**src/rtl/ripple_count_sampler.sv**
```systemverilog
// ripple_count_sampler
//   Consumes the output of an asynchronous ripple up-counter. The raw count is
//   synchronised into the clk domain and passed through a stability filter so
//   that ripple glitches are never taken as real steps. Each accepted step is
//   added (modulo 2^IN_W) to a wide running total, which is offered on a
//   valid/ready output. Steps arriving while the consumer stalls are coalesced
//   into the total and delivered on the next handshake.
// Ports
//   clk        in   1      system clock, rising edge
//   rst        in   1      synchronous active-low reset
//   q_async    in   IN_W   ripple counter output, asynchronous to clk
//   clr        in   1      synchronous clear of total, count, handshake and err
//   out_ready  in   1      consumer accepts count this cycle
//   out_valid  out  1      count holds a new, unconsumed value
//   count      out  EXT_W  extended running count
//   wrap_pulse out  1      one-cycle pulse when the total wraps to zero
//   err        out  1      sticky: an accepted step exceeded MAX_STEP
module ripple_count_sampler #(
    parameter int IN_W          = 2,
    parameter int EXT_W         = 8,
    parameter int STABLE_CYCLES = 2,
    parameter int MAX_STEP      = 1
) (
    input  logic             clk,
    input  logic             rst,
    input  logic [IN_W-1:0]  q_async,
    input  logic             clr,
    input  logic             out_ready,
    output logic             out_valid,
    output logic [EXT_W-1:0] count,
    output logic             wrap_pulse,
    output logic             err
);

    localparam int RUN_W = $clog2(STABLE_CYCLES + 1);
    localparam logic [RUN_W-1:0] RUN_MAX = RUN_W'(STABLE_CYCLES);

    typedef enum logic [0:0] {
        ST_INIT  = 1'b0,
        ST_TRACK = 1'b1
    } state_t;

    logic [IN_W-1:0]  sync1_r, sync2_r, stab_r;
    logic [2:0]       fill_r;
    logic [RUN_W-1:0] run_r, run_nxt_s;
    logic             stable_s;

    state_t           state_r, state_nxt_s;
    logic [IN_W-1:0]  baseline_r, baseline_nxt_s;
    logic [EXT_W-1:0] total_r, total_nxt_s;
    logic [EXT_W-1:0] count_nxt_s;
    logic             valid_nxt_s, wrap_nxt_s, err_nxt_s;
    logic             accept_s;
    logic [IN_W-1:0]  delta_s;
    logic [EXT_W:0]   sum_s;

    // Run-length of the filtered value. fill_r marks which pipeline stages hold
    // real samples, so the zeros left behind by reset are never taken as a
    // stable value and never become the INIT baseline.
    always_comb begin
        run_nxt_s = run_r;
        if (!fill_r[1]) begin
            run_nxt_s = {RUN_W{1'b0}};
        end else if (!fill_r[2] || (sync2_r != stab_r)) begin
            run_nxt_s = {{(RUN_W-1){1'b0}}, 1'b1};
        end else if (run_r != RUN_MAX) begin
            run_nxt_s = run_r + {{(RUN_W-1){1'b0}}, 1'b1};
        end else begin
            run_nxt_s = run_r;
        end
    end

    // Two-flop synchroniser, filter stage and run counter.
    always_ff @(posedge clk) begin
        if (!rst) begin
            sync1_r <= {IN_W{1'b0}};
            sync2_r <= {IN_W{1'b0}};
            stab_r  <= {IN_W{1'b0}};
            fill_r  <= 3'b000;
            run_r   <= {RUN_W{1'b0}};
        end else begin
            sync1_r <= q_async;
            sync2_r <= sync1_r;
            stab_r  <= sync2_r;
            fill_r  <= {fill_r[1:0], 1'b1};
            run_r   <= run_nxt_s;
        end
    end

    assign stable_s = (run_r == RUN_MAX);
    assign accept_s = (state_r == ST_TRACK) && stable_s && (stab_r != baseline_r);
    // Modular difference: a counter wrap such as 3 -> 0 is a forward step of 1.
    assign delta_s  = stab_r - baseline_r;
    assign sum_s    = {1'b0, total_r} + (EXT_W+1)'(delta_s);

    // Next-state, total accumulation and output handshake.
    always_comb begin
        state_nxt_s    = state_r;
        baseline_nxt_s = baseline_r;
        total_nxt_s    = total_r;
        count_nxt_s    = count;
        valid_nxt_s    = out_valid;
        wrap_nxt_s     = 1'b0;
        err_nxt_s      = err;
        if (clr) begin
            // Any accept in this cycle is dropped along with the old total.
            total_nxt_s = {EXT_W{1'b0}};
            count_nxt_s = {EXT_W{1'b0}};
            valid_nxt_s = 1'b0;
            err_nxt_s   = 1'b0;
            if (stable_s) begin
                baseline_nxt_s = stab_r;
                state_nxt_s    = ST_TRACK;
            end else begin
                state_nxt_s    = ST_INIT;
            end
        end else begin
            case (state_r)
                ST_INIT: begin
                    if (stable_s) begin
                        baseline_nxt_s = stab_r;
                        state_nxt_s    = ST_TRACK;
                    end else begin
                        state_nxt_s    = ST_INIT;
                    end
                end
                ST_TRACK: begin
                    if (accept_s) begin
                        baseline_nxt_s = stab_r;
                        total_nxt_s    = sum_s[EXT_W-1:0];
                        wrap_nxt_s     = sum_s[EXT_W];
                        err_nxt_s      = err || (int'(delta_s) > MAX_STEP);
                    end else begin
                        total_nxt_s    = total_r;
                    end
                end
                default: begin
                    state_nxt_s = ST_INIT;
                end
            endcase

            // total_nxt_s already includes a same-cycle accept, so a handshake
            // coinciding with an accept delivers the updated total.
            if (!out_valid) begin
                if (accept_s) begin
                    count_nxt_s = total_nxt_s;
                    valid_nxt_s = 1'b1;
                end else begin
                    valid_nxt_s = 1'b0;
                end
            end else if (out_ready) begin
                if (total_nxt_s != count) begin
                    count_nxt_s = total_nxt_s;
                    valid_nxt_s = 1'b1;
                end else begin
                    valid_nxt_s = 1'b0;
                end
            end else begin
                count_nxt_s = count;
                valid_nxt_s = 1'b1;
            end
        end
    end

    // State, total and registered outputs.
    always_ff @(posedge clk) begin
        if (!rst) begin
            state_r    <= ST_INIT;
            baseline_r <= {IN_W{1'b0}};
            total_r    <= {EXT_W{1'b0}};
            count      <= {EXT_W{1'b0}};
            out_valid  <= 1'b0;
            wrap_pulse <= 1'b0;
            err        <= 1'b0;
        end else begin
            state_r    <= state_nxt_s;
            baseline_r <= baseline_nxt_s;
            total_r    <= total_nxt_s;
            count      <= count_nxt_s;
            out_valid  <= valid_nxt_s;
            wrap_pulse <= wrap_nxt_s;
            err        <= err_nxt_s;
        end
    end

endmodule

```
**config.mk**
```make
export PLATFORM = sky130hd
export DESIGN_NAME = ripple_count_sampler
export DESIGN_NICKNAME = d
export VERILOG_FILES = /design/src/rtl/ripple_count_sampler.sv
export SDC_FILE = /design/constraint.sdc
export NUM_CORES = 1
export LEC_CHECK = 0
export BUFFER_PORTS_ARGS = -buffer_cell sky130_fd_sc_hd__buf_2
export CAP_MARGIN = 15
export CORE_MARGIN = 4
export CORE_UTILIZATION = 31
export DETAILED_ROUTE_END_ITERATION = 8
export GPL_TIMING_DRIVEN = 1
export PLACE_DENSITY_LB_ADDON = 0.25
export SLEW_MARGIN = 15
export SYNTH_ARGS = -nofsm -noshare
export SYNTH_HDL_FRONTEND = slang
export SYNTH_SLANG_ARGS = --single-unit
export TNS_END_PERCENT = 10
```
**constraint.sdc**
```tcl
create_clock -name clk -period 3 [get_ports clk]
set_input_delay 0 -clock clk [delete_from_list [all_inputs] [get_ports clk]]
set_output_delay 0 -clock clk [all_outputs]
set_load 0.1 [all_outputs]
```
==> metrics.sh, run 1 <==
RUN_STATUS='finished, final reports clean'
ROUTE.VIAS.TOTAL=1326
NET_COUNT_REPORTED_AT_FINISH=227
IO-PIN-COUNT=17
CRIT_REQUIRED_NS=3.18
CRIT_ARRIVAL_NS=3.15
GR-USAGE-ALL-LAYERS_PCT=11.1
DIE_AREA_UM2=6970
FINISH.UTILIZATION_PCT=40.4
CRITICAL_PATH.MAX_STAGE_DELAY_NS=0.35
MAX_CAP_VIOL_COUNT=0
GRT_REMAINING_OVERFLOW=0
NUMCTSBUFFERS=5
POWER_DENSITY_nW_PER_UM2=407
FINAL_DESIGN_AREA_NO_FILL_UM2=2220
NETSWITCHINGPOWER_mW=0.198
REMAINING_DRC_ERRORS=0
CTS_MAX_PATH_BUFFERS=2
DRT_ITER0_DRC=37
SYN_INST=182
FILLCELLCOUNT=544
FIRST_PASS_ITERS=4
FLOORPLAN.INITIALDENSITY_PCT=32.1
SKEW_NS=0.00690
CELLINTERNALPOWER_mW=0.709
BUFFER_PORTS.INSERTED=16
TRITONCTS='built'
MULTI_INPUT_COMB_AREA_UM2=1070
GRT_ANTENNA_BEFORE_REPAIR=0
POWER.CLOCK.FRACTION_PCT=47.0
RELSLEWSLACK_PCT=53.6
POWER.SHARE.SWITCHING_PCT=21.8
SYNTH_SEQUENTIAL_AREA_RATIO_PCT=37.4
SYNTHDISTINCTLIBCELLS=44
CLK_TRANSITION_REPORTED_PATHS_NS=0.07
PATH_CLASS='reg -> reg'
ROUTED_WIRELENGTH_UM=3640
LAYOUT-DRIVE-GT1-SHARE_PCT=32.7
ROUTED_WIRE_LENGTH_PER_INSTANCE_UM=12.6
FINALSETUPVIOLCOUNT=0
HOLD_PATH_CLASS='in -> reg'
TIMING.CRITICAL_PATH.SLOWEST_STAGE_CELL='dfxtp_2'
MAX_FREQ_MHz=337
ASYNC_RESET_FF_SHARE_PCT=0
RSZ0062_AT_GRT='true'
FINAL.MIN_CLOCK_PERIOD_NS=2.97
CTSHTREEMAXLEVEL=2
TIMING.CRITICAL_PATH.FANOUT_MAX=5
CTS_NUM_SINKS=33
PLACEDINSTANCEAREA_UM2=2020
SYNTH.AVG_CELL_AREA_UM2=9.70
FINALMAXSLEWVIOLATIONS=0
WORSTPATHCELLLIST='xnor2_4 -> xnor2_4 -> inv_2 -> fa_2 -> nand4b_1 -> a211oi_2 -> buf_4 -> mux2_4 -> and3_4 -> a31oi_4 -> buf_12 -> mux2_4'
CRIT_PATH_START_KIND='flip-flop'
YS_SEQ_ELEMENTS=33
MAPPEDNETLISTAREA_UM2=1770
WORST_MARGIN_PIN_SLEW_NS=0.694
AREA_DELTA_SYNTH_FINAL_PCT=26.0
SHARE_OF_THE_CLOCK_PERIOD_USED_BY_THE_WORST_PATH_AFTER_LAYOUT_PCT=99.0
ROUTE.DETAILED.VIAS_PER_INST=4.59
ROWS=27
GRT_START_MAX_NET_PINS=15
CLK_LATENCY_NS=0.29
CRITPATHCAPTURETYPE='flip-flop'
DIE_Y_UM=83.5
SEQUENTIALPOWERSHARE_PCT=49.2
SYNTH-EDFF-COUNT=0
STATIC-LEAKAGE-POWER_nW=0.835
HOLD_VIOL=0
FIN_HOLD_WS_NS=0.0610
PLACE.GP.CONGESTION=0.778
FIRST_PASS_GRT_WIRE_LENGTH_UM=6210
DIE_WIDTH_UM=83.5
CTS.ROOT.BUFFER_CELL='clkbuf_8'
SYNTH_NETS=193
POWER.IR.VDD_WORST_mV=0.189
FIRST_GLOBAL_VIAS=1278
POST-DP-HPWL_UM=2750
NUM_ANTENNA_CELLS=0
CORE_REGION_AREA_UM2=5510
SYNTHFLOPTYPE='dfxtp_1'
REGAREA_UM2=666
SYNTH_WARNINGS=0
PWR-SHARE-COMB_PCT=3.8
ROUTE.ANTENNA.REMAINING_NETS=0
metrics by stage:
| stage | std cells | power [mW] | TNS [ns] | setup WS (ns) |
|---|---|---|---|---|
| after floorplan | 182 | 0.474 | -0.923 | -0.132 |
| after global placement | 275 | 0.486 | -0.0224 | -0.00492 |
| after detailed placement | 275 | 0.486 | -0.479 | -0.0722 |
| after CTS | 289 | 0.916 | 0 | 0.00329 |
| after global routing | 289 | 0.941 | -1.06 | -0.158 |
| final | 289 | 0.906 | 0 | 0.0309 |
worst paths after layout:
check / start / end / slack, ns / cells past startpoint
setup / recovery: baseline_r[1] / count[5] / 0.03 / 12
hold / removal: out_ready / out_valid / 0.06 / 3
setup reg to reg: baseline_r[1] / count[5] / 0.03 / 12
hold reg to reg: fill_r[0] / fill_r[1] / 0.44 / 1
worst max-delay path: cells and delay by family (launching register included):
family          cells  cell delay [ns]
mux                 2             0.57
simple gates        2             0.41
compound gates      2             0.40
xor+xnor            2             0.39
buf+inv             3             0.38
flops               1             0.35
fa+ha+maj           1             0.35
cells in the mapped netlist (2+ instances only):
library cell  count  share of area [%]
o21ai_0           3               0.85
o21a_1            2               0.85
a21oi_1           4                1.1
clkbuf_1          4               0.85
nand4_1           2               0.71
nand3_1           6                1.7
inv_1            11                2.3
nor3b_1           2               0.85
ha_1              4                2.8
o2111ai_1         2               0.99
mux2_4            7                6.0
dfxtp_1          33                 37
xnor2_1          13                6.4
nor2_1           18                3.8
xor2_1            3                1.5
and2_1           13                4.6
and3_1            3                1.1
a211oi_2          3                2.1
a21oi_2           2               0.99
mux2i_1           4                2.3
nand2b_1          2               0.71
nor2b_1           6                2.1
nand2_1          13                2.8
a211oi_1          2               0.85
layout make-up:
cell class	instances	share of cell area (%)
Clock buffer	5	3.09
Clock inverter	3	2.08
Inverter	11	1.97
Multi-Input combinational cell	131	48.3
Sequential cell	33	29.9
Tap cell	72	4.05
Timing Repair Buffer	34	10.6
power by group through the flow:
stage | registers, mW | clock network, mW | logic, mW
finish | 0.446 | 0.426 | 0.0340
detailed placement | 0.456 | 0 | 0.0301
global placement | 0.456 | 0 | 0.0298
global route | 0.446 | 0.457 | 0.0381
floorplan | 0.456 | 0 | 0.0184
CTS | 0.446 | 0.436 | 0.0340
cell usage in the layout, fill, tap and decap left out, types with 3 or more instances in the layout:
cell type / instances
a211oi_2: 3
a21oi_1: 4
and2_1: 13
and3_1: 3
buf_2: 16
buf_4: 14
clkbuf_8: 5
dfxtp_1: 29
dfxtp_2: 4
dlygate4sd3_1: 3
inv_1: 7
inv_2: 3
mux2_4: 8
mux2i_1: 4
nand2_1: 13
nand3_1: 6
nor2_1: 18
nor2b_1: 6
o21ai_0: 3
xnor2_1: 12
xor2_1: 3
per-layer routing:
metal	up-vias	global-route usage, %	wire, um
met5	-	0	0
met2	23	17.1	1630
met1	611	14.8	1810
met4	0	4.82	78
li1	685	-	-
met3	7	2.67	118
flip-flops by register name, indices dropped and copies added, names as in the netlist:
signal / cells
baseline_r: 2
count: 8
err: 1
fill_r: 3
out_valid: 1
run_r: 2
stab_r: 2
state_r: 1
sync1_r: 2
sync2_r: 2
total_r: 8
wrap_pulse: 1
what timing repair did:
action                                  4_1_cts  5_1_grt
endpoints found under the setup margin        7        7
hold endpoints to repair                      3        0
pin swaps                                     6        1
gates resized for setup                       5        3
setup buffers                                 3        0
hold buffers                                  3        0
kinds of logic after synthesis:
kind of cell,count (synthesis),synth area share [%]
buf+inv,18,4.54
xor+xnor,17,9.50
flops,33,37.4
compound gates,26,14.0
simple gates,71,21.8
fa+ha+maj,5,3.97
mux,12,8.86
Note: power is estimated with default switching activity, not from simulation.
==> inputs of run 2 (changes only) <==
- ABC_AREA: not set -> 1
- GPL_TIMING_DRIVEN: 1 -> 0
==> run 2 against run 1 <==
Compared with the run above: wire length is 3.2% higher; cell count is 26% higher; final area fell by 5.7%; global-route usage is 0.46 points higher; critical path depth is 8 higher; core utilization down 2.3 points; via count is 22% higher; non-clock buffer count down 8; power down 11%; critical endpoint unchanged; largest power group unchanged.
==> metrics.sh, run 2 <==
FIRST_PASS_ITERS=4  # unchanged
SYNTH.MOST_COMMON_CELL='nand2_1'
LAYOUT-DRIVE-GT1-SHARE_PCT=16.8  # -16 points
DIE_Y_UM=83.3  # -0.26%
DIE_WIDTH_UM=83.3  # -0.26%
ROUTED_WIRE_LENGTH_PER_INSTANCE_UM=10.3  # -18%
SYNTH_WARNINGS=0  # unchanged
FIRST_GLOBAL_VIAS=1437  # +12%
CRITICAL_PATH.MAX_STAGE_DELAY_NS=0.37  # +0.02 ns
SYNTH_SEQUENTIAL_AREA_RATIO_PCT=37.6  # +0.21 points
REGAREA_UM2=662  # -0.56%
POWER.IR.VDD_WORST_mV=0.172  # -8.8%
FINAL_DESIGN_AREA_NO_FILL_UM2=2100  # -5.7%
GRT_ANTENNA_BEFORE_REPAIR=0  # unchanged
POST-DP-HPWL_UM=2700  # -1.8%
ROUTE.ANTENNA.REMAINING_NETS=0  # unchanged
PLACEDINSTANCEAREA_UM2=1930  # -4.8%
SYNTHSIMPLEGATEAREAFRAC_PCT=37.3  # +16 points
SYNTHDOMINANTAREACELLTYPE='dfxtp_1'
HOLD_PATH_CLASS='in -> reg'
WORST_MARGIN_PIN_SLEW_NS=0.779  # +0.0854 ns
REMAINING_DRC_ERRORS=0  # unchanged
POST_SYNTH_MUX_AREA_SHARE_PCT=0  # -8.9 points
CTS.ROOT.BUFFER_CELL='clkbuf_8'
YOSYS.AREA.TOP_TYPE_SHARE_PCT=37.6  # +0.21 points
SYN_INST=263  # +45%
FILLCELLCOUNT=594  # +9.2%
ROUTE.VIAS.TOTAL=1618  # +22%
ROUTE.DETAILED.VIAS_PER_INST=4.45  # -3.1%
DP_CELLS=351  # +28%
AREA_DELTA_SYNTH_FINAL_PCT=19.5
SYNTH_XOR_XNOR_AREA_SHARE_PCT=1.50  # -8.0 points
ROWS=27  # unchanged
HOLD_VIOL=0  # unchanged
SYNTH_COMPOUND_AREA_SHARE_PCT=7.98  # -6.0 points
FINALMAXSLEWVIOLATIONS=0  # unchanged
CRIT_REQUIRED_NS=3.18  # about the same
MULTI_INPUT_COMB_AREA_UM2=928  # -14%
ASYNC_RESET_FF_SHARE_PCT=0  # unchanged
FIN_TOTAL_PWR_mW=0.809  # -11%
TRITONCTS='built'
GR-USAGE-ALL-LAYERS_PCT=11.5  # +0.46 points
TIMING.CRITICAL_PATH.SLOWEST_STAGE_CELL='fa_2'
YS_SEQ_ELEMENTS=33  # unchanged
PATH_COMMON_CELL='nand2_1'
FIRST_PASS_GRT_WIRE_LENGTH_UM=6480  # +4.3%
WORSTSETUPPATHDEPTH=20  # +8
MAPPEDNETLISTAREA_UM2=1760  # -0.57%
CLK_LATENCY_NS=0.29  # about the same
NUM_ANTENNA_CELLS=0  # unchanged
POWER_DENSITY_nW_PER_UM2=385  # -5.4%
CLK_TRANSITION_REPORTED_PATHS_NS=0.07  # about the same
HOLD_PATH_DEPTH=4  # +1
RSZ0062_AT_GRT='false'
YS_TOP_CELLS_BY_COUNT='77 x nand2_1, 41 x inv_1, 33 x dfxtp_1, 28 x nand3_1, 28 x nor2_1'
IO-PIN-COUNT=17  # unchanged
FLOORPLAN.INITIALDENSITY_PCT=31.9  # -0.18 points
CRITPATHCAPTURETYPE='flip-flop'
CTSHTREEMAXLEVEL=2  # unchanged
SETUP_TNS_NS=0  # unchanged
SYNTHDISTINCTLIBCELLS=27  # -39%
PATH_CLASS='reg -> reg'
CRIT_PATH_START_KIND='flip-flop'
BUFFERS_PLUS_INVERTERS_ON_THE_WORST_SETUP_PATH=4  # +1
NET_COUNT_REPORTED_AT_FINISH=302  # +33%
FINAL.MIN_CLOCK_PERIOD_NS=2.76  # -0.207 ns
SYNTHFLOPTYPE='dfxtp_1'
GRT_REMAINING_OVERFLOW=0  # unchanged
PLACE.GP.CONGESTION=0.805  # +3.4%
SYNTH_NETS=274  # +42%
BUFFER_PORTS.INSERTED=16  # unchanged
LAYOUT_TOP_REGISTERS='count: 8 flops, total_r: 8 flops, fill_r: 3 flops'
CORE_REGION_AREA_UM2=5510  # unchanged
RUN_STATUS='finished, final reports clean'
CTS_MAX_PATH_BUFFERS=2  # unchanged
SKEW_NS=0.00805  # +0.00115 ns
DRT_ITER0_DRC=56  # +51%
SYNTH-EDFF-COUNT=0  # unchanged
ROUTED_WIRELENGTH_UM=3750  # +3.2%
WORST_R2R_PATH_DEPTH=20  # +8
CTS_NUM_SINKS=33  # unchanged
NUMCTSBUFFERS=5  # unchanged
MAX_CAP_VIOL_COUNT=0  # unchanged
SYNTH.AVG_CELL_AREA_UM2=6.67  # -31%
CRITICAL_PATH.TOP_DELAY_FAMILY='simple AND/OR/NAND/NOR gates'
SYNTH_TOP_FAMILY_BY_AREA='simple AND/OR/NAND/NOR gates'
POST_LAYOUT_INSTANCE_COUNT_EXCLUDING_FILLER_CELLS=364  # +26%
DIE_AREA_UM2=6930  # -0.51%
RELSLEWSLACK_PCT=47.9  # -5.8 points
CRIT_ARRIVAL_NS=2.94  # -0.21 ns
WORSTPATHCELLLIST='inv_2 -> nand2_2 -> and2_1 -> xor2_2 -> buf_4 -> fa_2 -> inv_1 -> nand3_2 -> xor2_1 -> nand2_1 -> nand2_1 -> nand2_1 -> nand2_1 -> nor2_2 -> nand3_2 -> nand2_4 -> buf_6 -> nand3_1 -> nand2_1 -> nor2_1'
ADDER_CELL_SHARE_OF_THE_SYNTHESIZED_AREA_PCT=3.99  # +0.023 points
GRT_START_MAX_NET_PINS=12  # -3
TIMING.CRITICAL_PATH.FANOUT_MAX=10  # +5
POST_SYNTH_MAIN_AREA_CONTRIBUTORS='dfxtp_1 38%, nand2_1 16%, inv_1 8.8%'
SHARE_OF_THE_CLOCK_PERIOD_USED_BY_THE_WORST_PATH_AFTER_LAYOUT_PCT=92.1  # -6.9 points
MAX_FREQ_MHz=362  # +7.5%
FINALSETUPVIOLCOUNT=0  # unchanged
LAYOUT_COMMON_CELLS='77 x nand2_1, 41 x inv_1, 32 x dfxtp_1'
FINAL_COMMON_CELL='nand2_1'
STATIC-LEAKAGE-POWER_nW=1.09  # +30%
[run 2: cell count changes after synthesis, moves of 4 or more]
| cell | delta |
|---|---|
| o21ai_0 | +6 |
| nor2_1 | +10 |
| and2_1 | -12 |
| inv_1 | +30 |
| mux2i_1 | -4 |
| inv_2 | +4 |
| mux2_4 | -7 |
| nand2_2 | +5 |
| nand3_1 | +22 |
| nor2b_1 | -6 |
| xnor2_1 | -13 |
| nand2_1 | +64 |
[run 2: where the power goes]
group          switching (mW)  internal, mW
combinational          0.0189        0.0134
clock                   0.170         0.160
sequential            0.00227         0.444
total                   0.192         0.617
[run 2: kinds of logic (layout without fill, tap and decap cells)]
family	Yosys count	after routing
DFF	33	33
adders and majority gates	5	5
xor gates and xnor gates	3	3
AOI/OAI and AO/OA	24	24
and+or+nand+nor	148	148
buffers and inverters	50	79
[run 2: cell type report]
type / instances / share of cell area, %
multi-input combinational: 180 / 44.2
sequential: 33 / 31.5
inverter: 45 / 8.05
timing repair buffer: 21 / 6.08
tap: 72 / 4.29
clock buffer: 5 / 3.28
buffer: 5 / 1.67
clock inverter: 3 / 0.835
[run 2: layer usage]
layer  up-vias  track usage (%)  part of all wire [%]
met5         -                0                     0
met3         6             2.78                   5.6
met4         0             4.90                   2.0
li1        874                -                     -
met2        33             17.1                    42
met1       705             15.8                    51
[run 2: path summary, 6_finish.rpt]
path | start | endpoint | slack (ns)
worst min register to register | sync1_r[1] | sync2_r[1] | 0.41
worst min-delay path | out_ready | out_valid | 0.04
worst max-delay path | stab_r[1] | count[5] | 0.24
worst max register to register | stab_r[1] | count[5] | 0.24
[run 2: through the flow]
step	worst slack (ns)	util, %	hold slack, ns
floorplan	0.388	-	0.0277
global placement	0.0803	35.0	0.134
detailed placement	0.0814	35.0	0.134
CTS	0.0614	37.3	0.0273
global route	0.00347	38.1	0.0577
finish	0.238	38.1	0.0360
[run 2: repair_timing]
action / CTS / global route
hold buffers: 4 / 0
setup buffers: 0 / 1
hold endpoints to repair: 4 / 0
resized for setup: 0 / 8
endpoints found under the setup margin: 0 / 8
[run 2: worst min-delay path, delay by kind of cell]
kind	cells	cell delay [ns]
compound gates	1	0.09
simple gates	1	0.07
buf+inv	2	0.14
